==> src/rtl/dmem_arbiter_if.sv <==
`default_nettype none
// ----------------------------------------------------------------------------
//  dmem_arbiter_if : CPU/DMA request ports and data-memory port of dmem_arbiter
//  Revision 1.0
// ----------------------------------------------------------------------------
interface dmem_arbiter_if #(
    parameter int WORD_SIZE = 19,
    parameter int ADDR_W    = 10
);
    logic                 cpu_req;
    logic                 cpu_we;
    logic [ADDR_W-1:0]    cpu_addr;
    logic [WORD_SIZE-1:0] cpu_wdata;
    logic                 cpu_gnt;
    logic                 cpu_rvalid;
    logic [WORD_SIZE-1:0] cpu_rdata;

    logic                 dma_req;
    logic                 dma_we;
    logic [ADDR_W-1:0]    dma_addr;
    logic [WORD_SIZE-1:0] dma_wdata;
    logic                 dma_gnt;
    logic                 dma_rvalid;
    logic [WORD_SIZE-1:0] dma_rdata;

    logic                 mem_wr_en;
    logic                 mem_rd_en;
    logic [ADDR_W-1:0]    mem_addr;
    logic [WORD_SIZE-1:0] mem_wdata;
    logic [WORD_SIZE-1:0] mem_rdata;

    logic                 busy;

    modport slave (
        input  cpu_req, cpu_we, cpu_addr, cpu_wdata,
        output cpu_gnt, cpu_rvalid, cpu_rdata,
        input  dma_req, dma_we, dma_addr, dma_wdata,
        output dma_gnt, dma_rvalid, dma_rdata,
        output mem_wr_en, mem_rd_en, mem_addr, mem_wdata,
        input  mem_rdata,
        output busy
    );

    modport master (
        output cpu_req, cpu_we, cpu_addr, cpu_wdata,
        input  cpu_gnt, cpu_rvalid, cpu_rdata,
        output dma_req, dma_we, dma_addr, dma_wdata,
        input  dma_gnt, dma_rvalid, dma_rdata,
        input  mem_wr_en, mem_rd_en, mem_addr, mem_wdata,
        output mem_rdata,
        input  busy
    );
endinterface
`default_nettype wire

==> src/rtl/dmem_arbiter.sv <==
`default_nettype none
// ----------------------------------------------------------------------------
//  dmem_arbiter : round-robin CPU/DMA arbiter in front of a single-port DMEM
//  Revision 1.0
// ----------------------------------------------------------------------------
module dmem_arbiter #(
    parameter int WORD_SIZE = 19,
    parameter int ADDR_W    = 10
) (
    input  wire logic      CLK,
    input  wire logic      RESET,
    dmem_arbiter_if.slave  bus
);

    typedef enum logic [1:0] {
        IDLE  = 2'd0,
        ISSUE = 2'd1,
        RESP  = 2'd2
    } state_t;

    state_t               state_q,      state_d;
    logic                 last_dma_q,   last_dma_d;
    logic                 win_dma_q,    win_dma_d;
    logic                 we_q,         we_d;
    logic [ADDR_W-1:0]    mem_addr_q,   mem_addr_d;
    logic [WORD_SIZE-1:0] mem_wdata_q,  mem_wdata_d;
    logic                 mem_wr_en_q,  mem_wr_en_d;
    logic                 mem_rd_en_q,  mem_rd_en_d;
    logic                 cpu_gnt_q,    cpu_gnt_d;
    logic                 dma_gnt_q,    dma_gnt_d;
    logic                 cpu_rvalid_q, cpu_rvalid_d;
    logic                 dma_rvalid_q, dma_rvalid_d;
    logic [WORD_SIZE-1:0] cpu_rdata_q,  cpu_rdata_d;
    logic [WORD_SIZE-1:0] dma_rdata_q,  dma_rdata_d;
    logic                 busy_q,       busy_d;

    logic                 pick_dma;
    logic                 sel_we;

    // On a tie the requester that was not served last wins.
    assign pick_dma = bus.dma_req & (~bus.cpu_req | ~last_dma_q);
    assign sel_we   = pick_dma ? bus.dma_we : bus.cpu_we;

    always_comb begin
        state_d      = state_q;
        last_dma_d   = last_dma_q;
        win_dma_d    = win_dma_q;
        we_d         = we_q;
        mem_addr_d   = mem_addr_q;
        mem_wdata_d  = mem_wdata_q;
        mem_wr_en_d  = 1'b0;
        mem_rd_en_d  = 1'b0;
        cpu_gnt_d    = 1'b0;
        dma_gnt_d    = 1'b0;
        cpu_rvalid_d = 1'b0;
        dma_rvalid_d = 1'b0;
        cpu_rdata_d  = cpu_rdata_q;
        dma_rdata_d  = dma_rdata_q;

        case (state_q)
            IDLE: begin
                if (bus.cpu_req || bus.dma_req) begin
                    state_d     = ISSUE;
                    win_dma_d   = pick_dma;
                    last_dma_d  = pick_dma;
                    we_d        = sel_we;
                    mem_addr_d  = pick_dma ? bus.dma_addr  : bus.cpu_addr;
                    mem_wdata_d = pick_dma ? bus.dma_wdata : bus.cpu_wdata;
                    mem_wr_en_d = sel_we;
                    mem_rd_en_d = ~sel_we;
                    cpu_gnt_d   = ~pick_dma;
                    dma_gnt_d   = pick_dma;
                end
            end
            ISSUE: begin
                if (we_q) begin
                    state_d = IDLE;
                end else begin
                    state_d      = RESP;
                    cpu_rvalid_d = ~win_dma_q;
                    dma_rvalid_d = win_dma_q;
                end
            end
            RESP: begin
                state_d = IDLE;
                if (win_dma_q) begin
                    dma_rdata_d = bus.mem_rdata;
                end else begin
                    cpu_rdata_d = bus.mem_rdata;
                end
            end
            default: begin
                state_d = IDLE;
            end
        endcase

        busy_d = (state_d != IDLE);
    end

    always_ff @(posedge CLK or negedge RESET) begin
        if (!RESET) begin
            state_q      <= IDLE;
            last_dma_q   <= 1'b1;
            win_dma_q    <= 1'b0;
            we_q         <= 1'b0;
            mem_addr_q   <= '0;
            mem_wdata_q  <= '0;
            mem_wr_en_q  <= 1'b0;
            mem_rd_en_q  <= 1'b0;
            cpu_gnt_q    <= 1'b0;
            dma_gnt_q    <= 1'b0;
            cpu_rvalid_q <= 1'b0;
            dma_rvalid_q <= 1'b0;
            cpu_rdata_q  <= '0;
            dma_rdata_q  <= '0;
            busy_q       <= 1'b0;
        end else begin
            state_q      <= state_d;
            last_dma_q   <= last_dma_d;
            win_dma_q    <= win_dma_d;
            we_q         <= we_d;
            mem_addr_q   <= mem_addr_d;
            mem_wdata_q  <= mem_wdata_d;
            mem_wr_en_q  <= mem_wr_en_d;
            mem_rd_en_q  <= mem_rd_en_d;
            cpu_gnt_q    <= cpu_gnt_d;
            dma_gnt_q    <= dma_gnt_d;
            cpu_rvalid_q <= cpu_rvalid_d;
            dma_rvalid_q <= dma_rvalid_d;
            cpu_rdata_q  <= cpu_rdata_d;
            dma_rdata_q  <= dma_rdata_d;
            busy_q       <= busy_d;
        end
    end

    assign bus.cpu_gnt    = cpu_gnt_q;
    assign bus.dma_gnt    = dma_gnt_q;
    assign bus.cpu_rvalid = cpu_rvalid_q;
    assign bus.dma_rvalid = dma_rvalid_q;
    assign bus.mem_wr_en  = mem_wr_en_q;
    assign bus.mem_rd_en  = mem_rd_en_q;
    assign bus.mem_addr   = mem_addr_q;
    assign bus.mem_wdata  = mem_wdata_q;
    assign bus.busy       = busy_q;

    // Memory data lands in the RESP cycle itself, so it is forwarded while
    // rvalid is high and captured at the end of RESP to be held afterwards.
    assign bus.cpu_rdata  = cpu_rvalid_q ? bus.mem_rdata : cpu_rdata_q;
    assign bus.dma_rdata  = dma_rvalid_q ? bus.mem_rdata : dma_rdata_q;

endmodule
`default_nettype wire

==> src/flat_wrapper.sv <==
// flat-port wrapper written by rule: the top's interface ports become plain ports
module dmem_arbiter_flat 
#(
    parameter int WORD_SIZE = 19,
    parameter int ADDR_W    = 10
)
  (CLK, RESET, bus_cpu_req, bus_cpu_we, bus_cpu_addr, bus_cpu_wdata, bus_cpu_gnt, bus_cpu_rvalid, bus_cpu_rdata, bus_dma_req, bus_dma_we, bus_dma_addr, bus_dma_wdata, bus_dma_gnt, bus_dma_rvalid, bus_dma_rdata, bus_mem_wr_en, bus_mem_rd_en, bus_mem_addr, bus_mem_wdata, bus_mem_rdata, bus_busy);
  dmem_arbiter_if #(.WORD_SIZE(WORD_SIZE), .ADDR_W(ADDR_W)) bus_i ();
  input  wire logic CLK;
  input  wire logic RESET;
  input wire logic [$bits(bus_i.cpu_req)-1:0] bus_cpu_req;
  input wire logic [$bits(bus_i.cpu_we)-1:0] bus_cpu_we;
  input wire logic [$bits(bus_i.cpu_addr)-1:0] bus_cpu_addr;
  input wire logic [$bits(bus_i.cpu_wdata)-1:0] bus_cpu_wdata;
  output wire logic [$bits(bus_i.cpu_gnt)-1:0] bus_cpu_gnt;
  output wire logic [$bits(bus_i.cpu_rvalid)-1:0] bus_cpu_rvalid;
  output wire logic [$bits(bus_i.cpu_rdata)-1:0] bus_cpu_rdata;
  input wire logic [$bits(bus_i.dma_req)-1:0] bus_dma_req;
  input wire logic [$bits(bus_i.dma_we)-1:0] bus_dma_we;
  input wire logic [$bits(bus_i.dma_addr)-1:0] bus_dma_addr;
  input wire logic [$bits(bus_i.dma_wdata)-1:0] bus_dma_wdata;
  output wire logic [$bits(bus_i.dma_gnt)-1:0] bus_dma_gnt;
  output wire logic [$bits(bus_i.dma_rvalid)-1:0] bus_dma_rvalid;
  output wire logic [$bits(bus_i.dma_rdata)-1:0] bus_dma_rdata;
  output wire logic [$bits(bus_i.mem_wr_en)-1:0] bus_mem_wr_en;
  output wire logic [$bits(bus_i.mem_rd_en)-1:0] bus_mem_rd_en;
  output wire logic [$bits(bus_i.mem_addr)-1:0] bus_mem_addr;
  output wire logic [$bits(bus_i.mem_wdata)-1:0] bus_mem_wdata;
  input wire logic [$bits(bus_i.mem_rdata)-1:0] bus_mem_rdata;
  output wire logic [$bits(bus_i.busy)-1:0] bus_busy;
  assign bus_i.cpu_req = bus_cpu_req;
  assign bus_i.cpu_we = bus_cpu_we;
  assign bus_i.cpu_addr = bus_cpu_addr;
  assign bus_i.cpu_wdata = bus_cpu_wdata;
  assign bus_cpu_gnt = bus_i.cpu_gnt;
  assign bus_cpu_rvalid = bus_i.cpu_rvalid;
  assign bus_cpu_rdata = bus_i.cpu_rdata;
  assign bus_i.dma_req = bus_dma_req;
  assign bus_i.dma_we = bus_dma_we;
  assign bus_i.dma_addr = bus_dma_addr;
  assign bus_i.dma_wdata = bus_dma_wdata;
  assign bus_dma_gnt = bus_i.dma_gnt;
  assign bus_dma_rvalid = bus_i.dma_rvalid;
  assign bus_dma_rdata = bus_i.dma_rdata;
  assign bus_mem_wr_en = bus_i.mem_wr_en;
  assign bus_mem_rd_en = bus_i.mem_rd_en;
  assign bus_mem_addr = bus_i.mem_addr;
  assign bus_mem_wdata = bus_i.mem_wdata;
  assign bus_i.mem_rdata = bus_mem_rdata;
  assign bus_busy = bus_i.busy;
  dmem_arbiter #(.WORD_SIZE(WORD_SIZE), .ADDR_W(ADDR_W)) u_core (.CLK(CLK), .RESET(RESET), .bus(bus_i));
endmodule
==> config.mk <==
export PLATFORM = sky130hd
export DESIGN_NAME = dmem_arbiter_flat
export DESIGN_NICKNAME = d
export VERILOG_FILES = /design/src/rtl/dmem_arbiter_if.sv /design/src/rtl/dmem_arbiter.sv /design/src/flat_wrapper.sv
export SDC_FILE = /design/constraint.sdc
export NUM_CORES = 1
export LEC_CHECK = 0
export ABC_CLOCK_PERIOD_IN_PS = 5200
export BUFFER_PORTS_ARGS = -buffer_cell sky130_fd_sc_hd__buf_2
export CORE_MARGIN = 2
export CORE_UTILIZATION = 51
export DETAILED_ROUTE_END_ITERATION = 16
export PLACE_DENSITY = 0.84
export SYNTH_ARGS = -nofsm -noshare
export SYNTH_HDL_FRONTEND = slang
export SYNTH_SLANG_ARGS = --single-unit
export TNS_END_PERCENT = 50
==> constraint.sdc <==
create_clock -name CLK -period 5.2 [get_ports CLK]
set_clock_uncertainty 0.15 [all_clocks]
set_input_delay 1.04 -clock CLK [delete_from_list [all_inputs] [get_ports CLK]]
set_output_delay 1.04 -clock CLK [all_outputs]
set_load 0.05 [all_outputs]
==> results of run 1 <==
[stage by stage]
step                      setup WS [ps]  hold slack (ps)  cell area (sq um)
after global placement             2370              334               4410
after floorplan                    2280              309               3610
after global routing               2000              372               4570
after detailed placement           2340              341               4410
after CTS                          2040              358               4570
final                              2090              357               4570
[state kept, by name, indices dropped and copies added, names as in the netlist]
signal                 flops
u_core.bus.mem_addr       10
u_core.win_dma_q           1
u_core.we_q                1
u_core.bus.mem_wdata      19
u_core.bus.mem_rd_en       1
u_core.bus.cpu_rvalid      1
u_core.cpu_rdata_q        19
u_core.bus.cpu_gnt         1
u_core.bus.dma_gnt         1
u_core.last_dma_q          1
u_core.bus.mem_wr_en       1
u_core.state_q             2
u_core.bus.dma_rvalid      1
u_core.bus.busy            1
u_core.dma_rdata_q        19
[how the worst max path moves through the flow]
stage                               start  depth (start not counted)  slack (ps)                       end
floorplan           u_core.bus.cpu_rvalid                          3        2280         bus_cpu_rdata[10]
global route        u_core.bus.dma_rvalid                          2        2000         bus_dma_rdata[18]
finish              u_core.bus.dma_rvalid                          2        2090          bus_dma_rdata[4]
detailed placement            bus_cpu_req                          5        2340  u_core.bus.mem_wdata[12]
global placement        bus_mem_rdata[13]                          3        2370         bus_cpu_rdata[13]
CTS                 u_core.bus.dma_rvalid                          2        2040          bus_dma_rdata[4]
[critical path, stage by stage, from the launching register on]
cell and delay [ps]:
dfrtp_1 950, mux2_2 420, buf_2 210
[cells in the mapped netlist, types with 2 or more instances]
| master | number |
|---|---|
| dfrtp_1 | 78 |
| mux2_2 | 76 |
| nand2_1 | 34 |
| a21oi_1 | 18 |
| a31oi_1 | 16 |
| and3_1 | 14 |
| a221o_1 | 13 |
| buf_2 | 11 |
| clkbuf_1 | 6 |
| buf_6 | 4 |
| nor2_1 | 4 |
| a21o_1 | 2 |
[routing by layer]
layer	GRT usage (%)	part of all wire [%]	wire (microns)	vias to the layer above
li1	-	-	-	1341
met2	34.2	51	4000	123
met5	0	0	0	-
met4	8.82	1.7	138	0
met3	5.28	6.7	530	13
met1	24.4	41	3220	1368
[kinds of logic after synthesis]
group / after synthesis / share of synthesized area, %
flops: 79 / 54.7
mux: 77 / 24.0
simple gates: 59 / 7.75
compound gates: 51 / 9.76
buf+inv: 24 / 3.81
[cell type report]
| type | instances | area share, % |
|---|---|---|
| repair buffers | 157 | 17.3 |
| clock buffers | 10 | 2.79 |
| multi-input cells | 187 | 33.0 |
| flip-flops and latches | 79 | 43.3 |
| well taps | 96 | 2.63 |
| inverters | 2 | 0.164 |
| clock inverters | 6 | 0.821 |
==> summary.txt, run 1 <==
Outcome
  • Status: finished clean

Layout
  • Layout cells sized above 1: 57.8%
  • Antenna diodes: 0
  • Nets: 519
  • Post-route insts no fill: 537
  • Sequential Area: 1980 sq um
  • Final core occ: roughly two thirds
  • Filler cell count: 547
  • Multi-input logic area: 1510 sq um
  • Commonest non-fill, non-tap cell in the layout: buf_2
  • Leading cell types in the layout, fill and taps excluded: buf_2, dfrtp_1, mux2_2, nand2_1, a21oi_1
  • Layout area overhead: 26.5%

Clocking
  • Root Driver: clkbuf_8
  • Clk slew on worst S/H paths: 80 ps
  • Post-cts resize count: 0
  • Num CTS Buffers: 9
  • Worst-Skew Late Latency: 330 ps
  • CTS max path bufs: 2
  • CTS Hold Bufs: 0
  • CTS tree: done
  • Post-CTS Setup Bufs: 0
  • Clk sinks: 79
  • H-tree depth: 3

Timing
  • Max-slew violations: 0
  • Final hold vios: 0
  • Max_slew headroom: 24.7%
  • Crit path time final: approximately 3100 ps
  • RSZ-0062 raised after global routing: no
  • Final count of negative-setup-slack endpoints: 0
  • Least-Margin Pin Slew: 1130 ps
  • Sum Neg Setup Slack: 0 ps
  • Period utilization: roughly three fifths
  • Max Freq: between 300 and 400 MHz

Worst setup path
  • Worst r2r src: u_core.state_q[0]
  • Reg2reg setup slack: 2600 ps
  • Reg2Reg Depth: 4
  • WP data required: 4010 ps
  • Worst-path maximum fanout: 20
  • Critical path class: register to primary output
  • Worst path arrival time: 1920 ps
  • Reg-to-Reg End: u_core.bus.mem_wdata[12]
  • Worst setup EP type: primary output
  • CP Launch Type: register

Floorplan
  • Die X: between 80 and 90 microns
  • Boundary pin count: about 160
  • Initial Utilization: a little over half
  • Die area: approximately 7800 sq um
  • Rows: 30
  • Core Footprint: 6830 sq um
  • Die H: 88.2 microns

Drt
  • Vias: ~2,800
  • Initial drt markers: 89
  • Avg Vias per Cell: ~5.3
  • Post-route ant nets: 0
  • # DRC: 0
  • 1st-pass router iterations: 4
  • DR WL/cell: 14.7 microns
  • WL final: 7.89 mm

Placement
  • Port-buffer cells: between 150 and 200
  • Inst Count DP: about 520
  • GP Congestion: 0.748
  • Post-DP HPWL: ~5.4 mm

Min path
  • Cells on Worst Hold Path: 1
  • Worst min-delay path class: register to register
  • Hold path start: u_core.dma_rdata_q[6]
  • Hold Path Sink: u_core.dma_rdata_q[6]

Global routing
  • Antenna violations before repair: 0
  • Total Routing Usage GR: 20.2%
  • GRT overflow: 0
  • First-pass GRT wire length: 12.2 mm
  • Pin count of the biggest net entering global routing: 80
  • Vias in the first global route: 2,687

Run
  • Max-cap viol count: 0

Synthesis
  • Seq/Total Area, Yosys: 54.7%
  • Syn Std Cell Area: 3610 sq um
  • Yosys warning count: 0
  • Synth cell types: 26
  • Flops & latches, synth: 79
  • Top cells by area, synth: dfrtp_1, mux2_2, a221o_1
  • Post-Syn Instances: just under 300
  • Post-synth top area share: 54.0%
  • Dominant cell type by area after synthesis: dfrtp_1
  • Syn avg cell area: ~12 sq um
  • FFs w/ async S/R, synth: 100%
  • Ys flop type: dfrtp_1
  • Post-synth EDFFs: 0
  • Syn nets: 373
Power of run 1 is left out: the tool's default activity adds up to more than one toggle a clock period on the data nets, which glitch-free logic cannot reach.
==> run 2, diff against run 1 <==
--- a/config.mk
+++ b/config.mk
@@ -5,12 +5,12 @@
 export SDC_FILE = /design/constraint.sdc
 export NUM_CORES = 1
 export LEC_CHECK = 0
-export ABC_CLOCK_PERIOD_IN_PS = 5200
+export ABC_CLOCK_PERIOD_IN_PS = 2790
 export BUFFER_PORTS_ARGS = -buffer_cell sky130_fd_sc_hd__buf_2
 export CORE_MARGIN = 2
-export CORE_UTILIZATION = 51
+export CORE_UTILIZATION = 43
 export DETAILED_ROUTE_END_ITERATION = 16
-export PLACE_DENSITY = 0.84
+export PLACE_DENSITY = 0.75
 export SYNTH_ARGS = -nofsm -noshare
 export SYNTH_HDL_FRONTEND = slang
 export SYNTH_SLANG_ARGS = --single-unit
==> constraint.sdc (replaced) <==
create_clock -name CLK -period 2.79 [get_ports CLK]
set_clock_uncertainty 0.15 [all_clocks]
set_input_delay 0.558 -clock CLK [delete_from_list [all_inputs] [get_ports CLK]]
set_output_delay 0.558 -clock CLK [all_outputs]
set_load 0.05 [all_outputs]
==> run 2 against run 1 <==
Compared with the run above:
- hold slack got worse by 130 ps
- global-route usage is 1.4 points lower
- utilization shrank 9.6 points
- via count rose by 0.11%
- flip-flop and latch count did not move
- clock-buffer cell count is the same
- cell count grew 2.8%
- largest cell class unchanged
- wire length increased by 6.4%
- sequential share of layout area fell by 1.0 points
- register-to-register slack worse by 1700 ps
- cell area grew 2.5%
==> summary.txt, run 2 (synthesized netlist as in run 1, its figures left out) <==
Global routing
  • GRT overflow: 0 (unchanged)
  • Pin count of the biggest net entering global routing: 80 (unchanged)
  • Total Routing Usage GR: 18.8% (-1.4 points)
  • Antenna violations before repair: 0 (unchanged)
  • Met1 Use GR: 23.1% (-1.3 points)
  • GR peak layer: met2
  • Vias in the first global route: 2,808 (+4.5%)
  • Grt met2 use: 31.3% (-3.0 points)
  • M3 GR Usage: 6.56% (+1.3 points)
  • First-pass GRT wire length: 13.3 mm (+8.8%)

Clocking
  • CTS tree: done
  • CTS Hold Bufs: 0 (unchanged)
  • Num CTS Buffers: 9 (unchanged)
  • H-tree depth: 3 (unchanged)
  • CTS max path bufs: 2 (unchanged)
  • Root Driver: clkbuf_8
  • Worst-Skew Late Latency: 330 ps (about the same)
  • Clk slew on worst S/H paths: 80 ps (about the same)
  • Post-cts resize count: 0 (unchanged)
  • Post-CTS Setup Bufs: 0 (unchanged)
  • Clk sinks: 79 (unchanged)

Worst setup path
  • Reg-to-Reg End: u_core.bus.mem_wdata[4]
  • Cell family with most CP delay: flip-flops
  • Reg2reg setup slack: 860 ps (-1740 ps)
  • Crit-path slowest cell: dfrtp_1
  • CP Launch Type: register
  • Worst r2r src: u_core.state_q[0]
  • Worst-path maximum fanout: 13 (-35%)
  • WP data required: 2080 ps (-1930 ps)
  • WP depth: 3 (+1)
  • Max incr delay on CP: 550 ps (-400 ps)
  • Critical path class: register to primary output
  • Setup crit end: bus_dma_rdata[13]
  • Crit path buf inv count: 2 (+1)
  • Critical path startpoint: u_core.bus.dma_rvalid
  • Reg2Reg Depth: 5 (+1)
  • Worst setup EP type: primary output
  • Worst path arrival time: 1760 ps (-160 ps)
  • Critical path cell sequence: buf_4, mux2_2, buf_2

Placement
  • Port-buffer cells: 156 (unchanged)
  • Post-DP HPWL: 5.94 mm (+9.6%)
  • GP Congestion: 0.801 (+7.1%)

Drt
  • WL final: 8.39 mm (+6.4%)
  • Vias: 2,848 (+0.11%)
  • DR WL/cell: 15.2 microns (+3.5%)
  • Post-route ant nets: 0 (unchanged)
  • 1st-pass router iterations: 4 (unchanged)
  • # DRC: 0 (unchanged)
  • Avg Vias per Cell: 5.16 (-2.6%)
  • Initial drt markers: 68 (-24%)

Timing
  • Max_slew headroom: 35.3% (+11 points)
  • Final hold vios: 0 (unchanged)
  • Crit path time final: 2470 ps
  • Sum Neg Setup Slack: 0 ps (unchanged)
  • RSZ-0062 raised after global routing: no
  • Max Freq: ~400 MHz
  • Max-slew violations: 0 (unchanged)
  • Least-Margin Pin Slew: 971 ps (-158 ps)
  • Period utilization: 88.5%
  • Final count of negative-setup-slack endpoints: 0 (unchanged)

Layout
  • Layout area overhead: 29.6%
  • Leading cell types in the layout, fill and taps excluded: buf_2, dfrtp_1, mux2_2, nand2_1, a21oi_1
  • Filler cell count: 719 (+31%)
  • Nets: 525 (+1.2%)
  • Antenna diodes: 0 (unchanged)
  • Sequential Area: 1980 sq um (unchanged)
  • Layout cells sized above 1: 58.6% (+0.79 points)
  • Multi-input logic area: 1510 sq um (unchanged)
  • Commonest non-fill, non-tap cell in the layout: buf_2

Floorplan
  • Initial Utilization: 44.2% (-8.7 points)
  • Rows: 33 (+10%)
  • Die X: 95.7 microns (+8.5%)
  • Core Footprint: 8180 sq um (+20%)
  • Die H: 95.7 microns (+8.5%)
  • Boundary pin count: 157 (unchanged)
  • Die area: 9160 sq um (+18%)

Min path
  • Worst min-delay path class: input pin to asynchronous set/reset pin

Outcome
  • Status: finished clean

Run
  • Max-cap viol count: 0 (unchanged)
-- run 2: worst min-delay path by stage --
stage / to / depth (start not counted)
after floorplan: u_core.bus.busy / 0
after global placement: u_core.dma_rdata_q[8] / 1
after detailed placement: u_core.dma_rdata_q[17] / 1
after CTS: u_core.bus.mem_wdata[0] / 1
after global routing: u_core.bus.mem_addr[5] / 2
final: u_core.bus.mem_wdata[0] / 1
-- run 2: cell type report --
class,instances,area share (%)
tap,105,2.80
clock inverter,6,1.79
inverter,2,0.160
clock buffer,10,2.94
multi-input combinational,187,32.2
timing repair buffer,163,17.8
sequential,79,42.2
-- run 2: worst reg2reg max path, cell delays in order, from the launching register on --
cell     delay (ps)
dfrtp_1         440
nor2_2          120
buf_4           300
nand2_2         300
inv_2           350
a31oi_1         130
-- run 2: stage by stage --
step,cells,setup WS (ps),hold slack [ps],area (sq um),utilization [%]
after floorplan,290,349,112,3610,-
after global placement,536,504,334,4460,54.6
after detailed placement,536,401,342,4460,54.6
after CTS,552,283,265,4680,57.3
after global routing,552,218,273,4680,57.3
final,552,322,227,4680,57.3
-- run 2: per-layer routing --
metal,vias up,wire length (microns)
met5,-,0
met4,0,111
met3,11,559
met2,103,4150
met1,1382,3570
li1,1352,-
Power of run 2 is left out for the same reason.
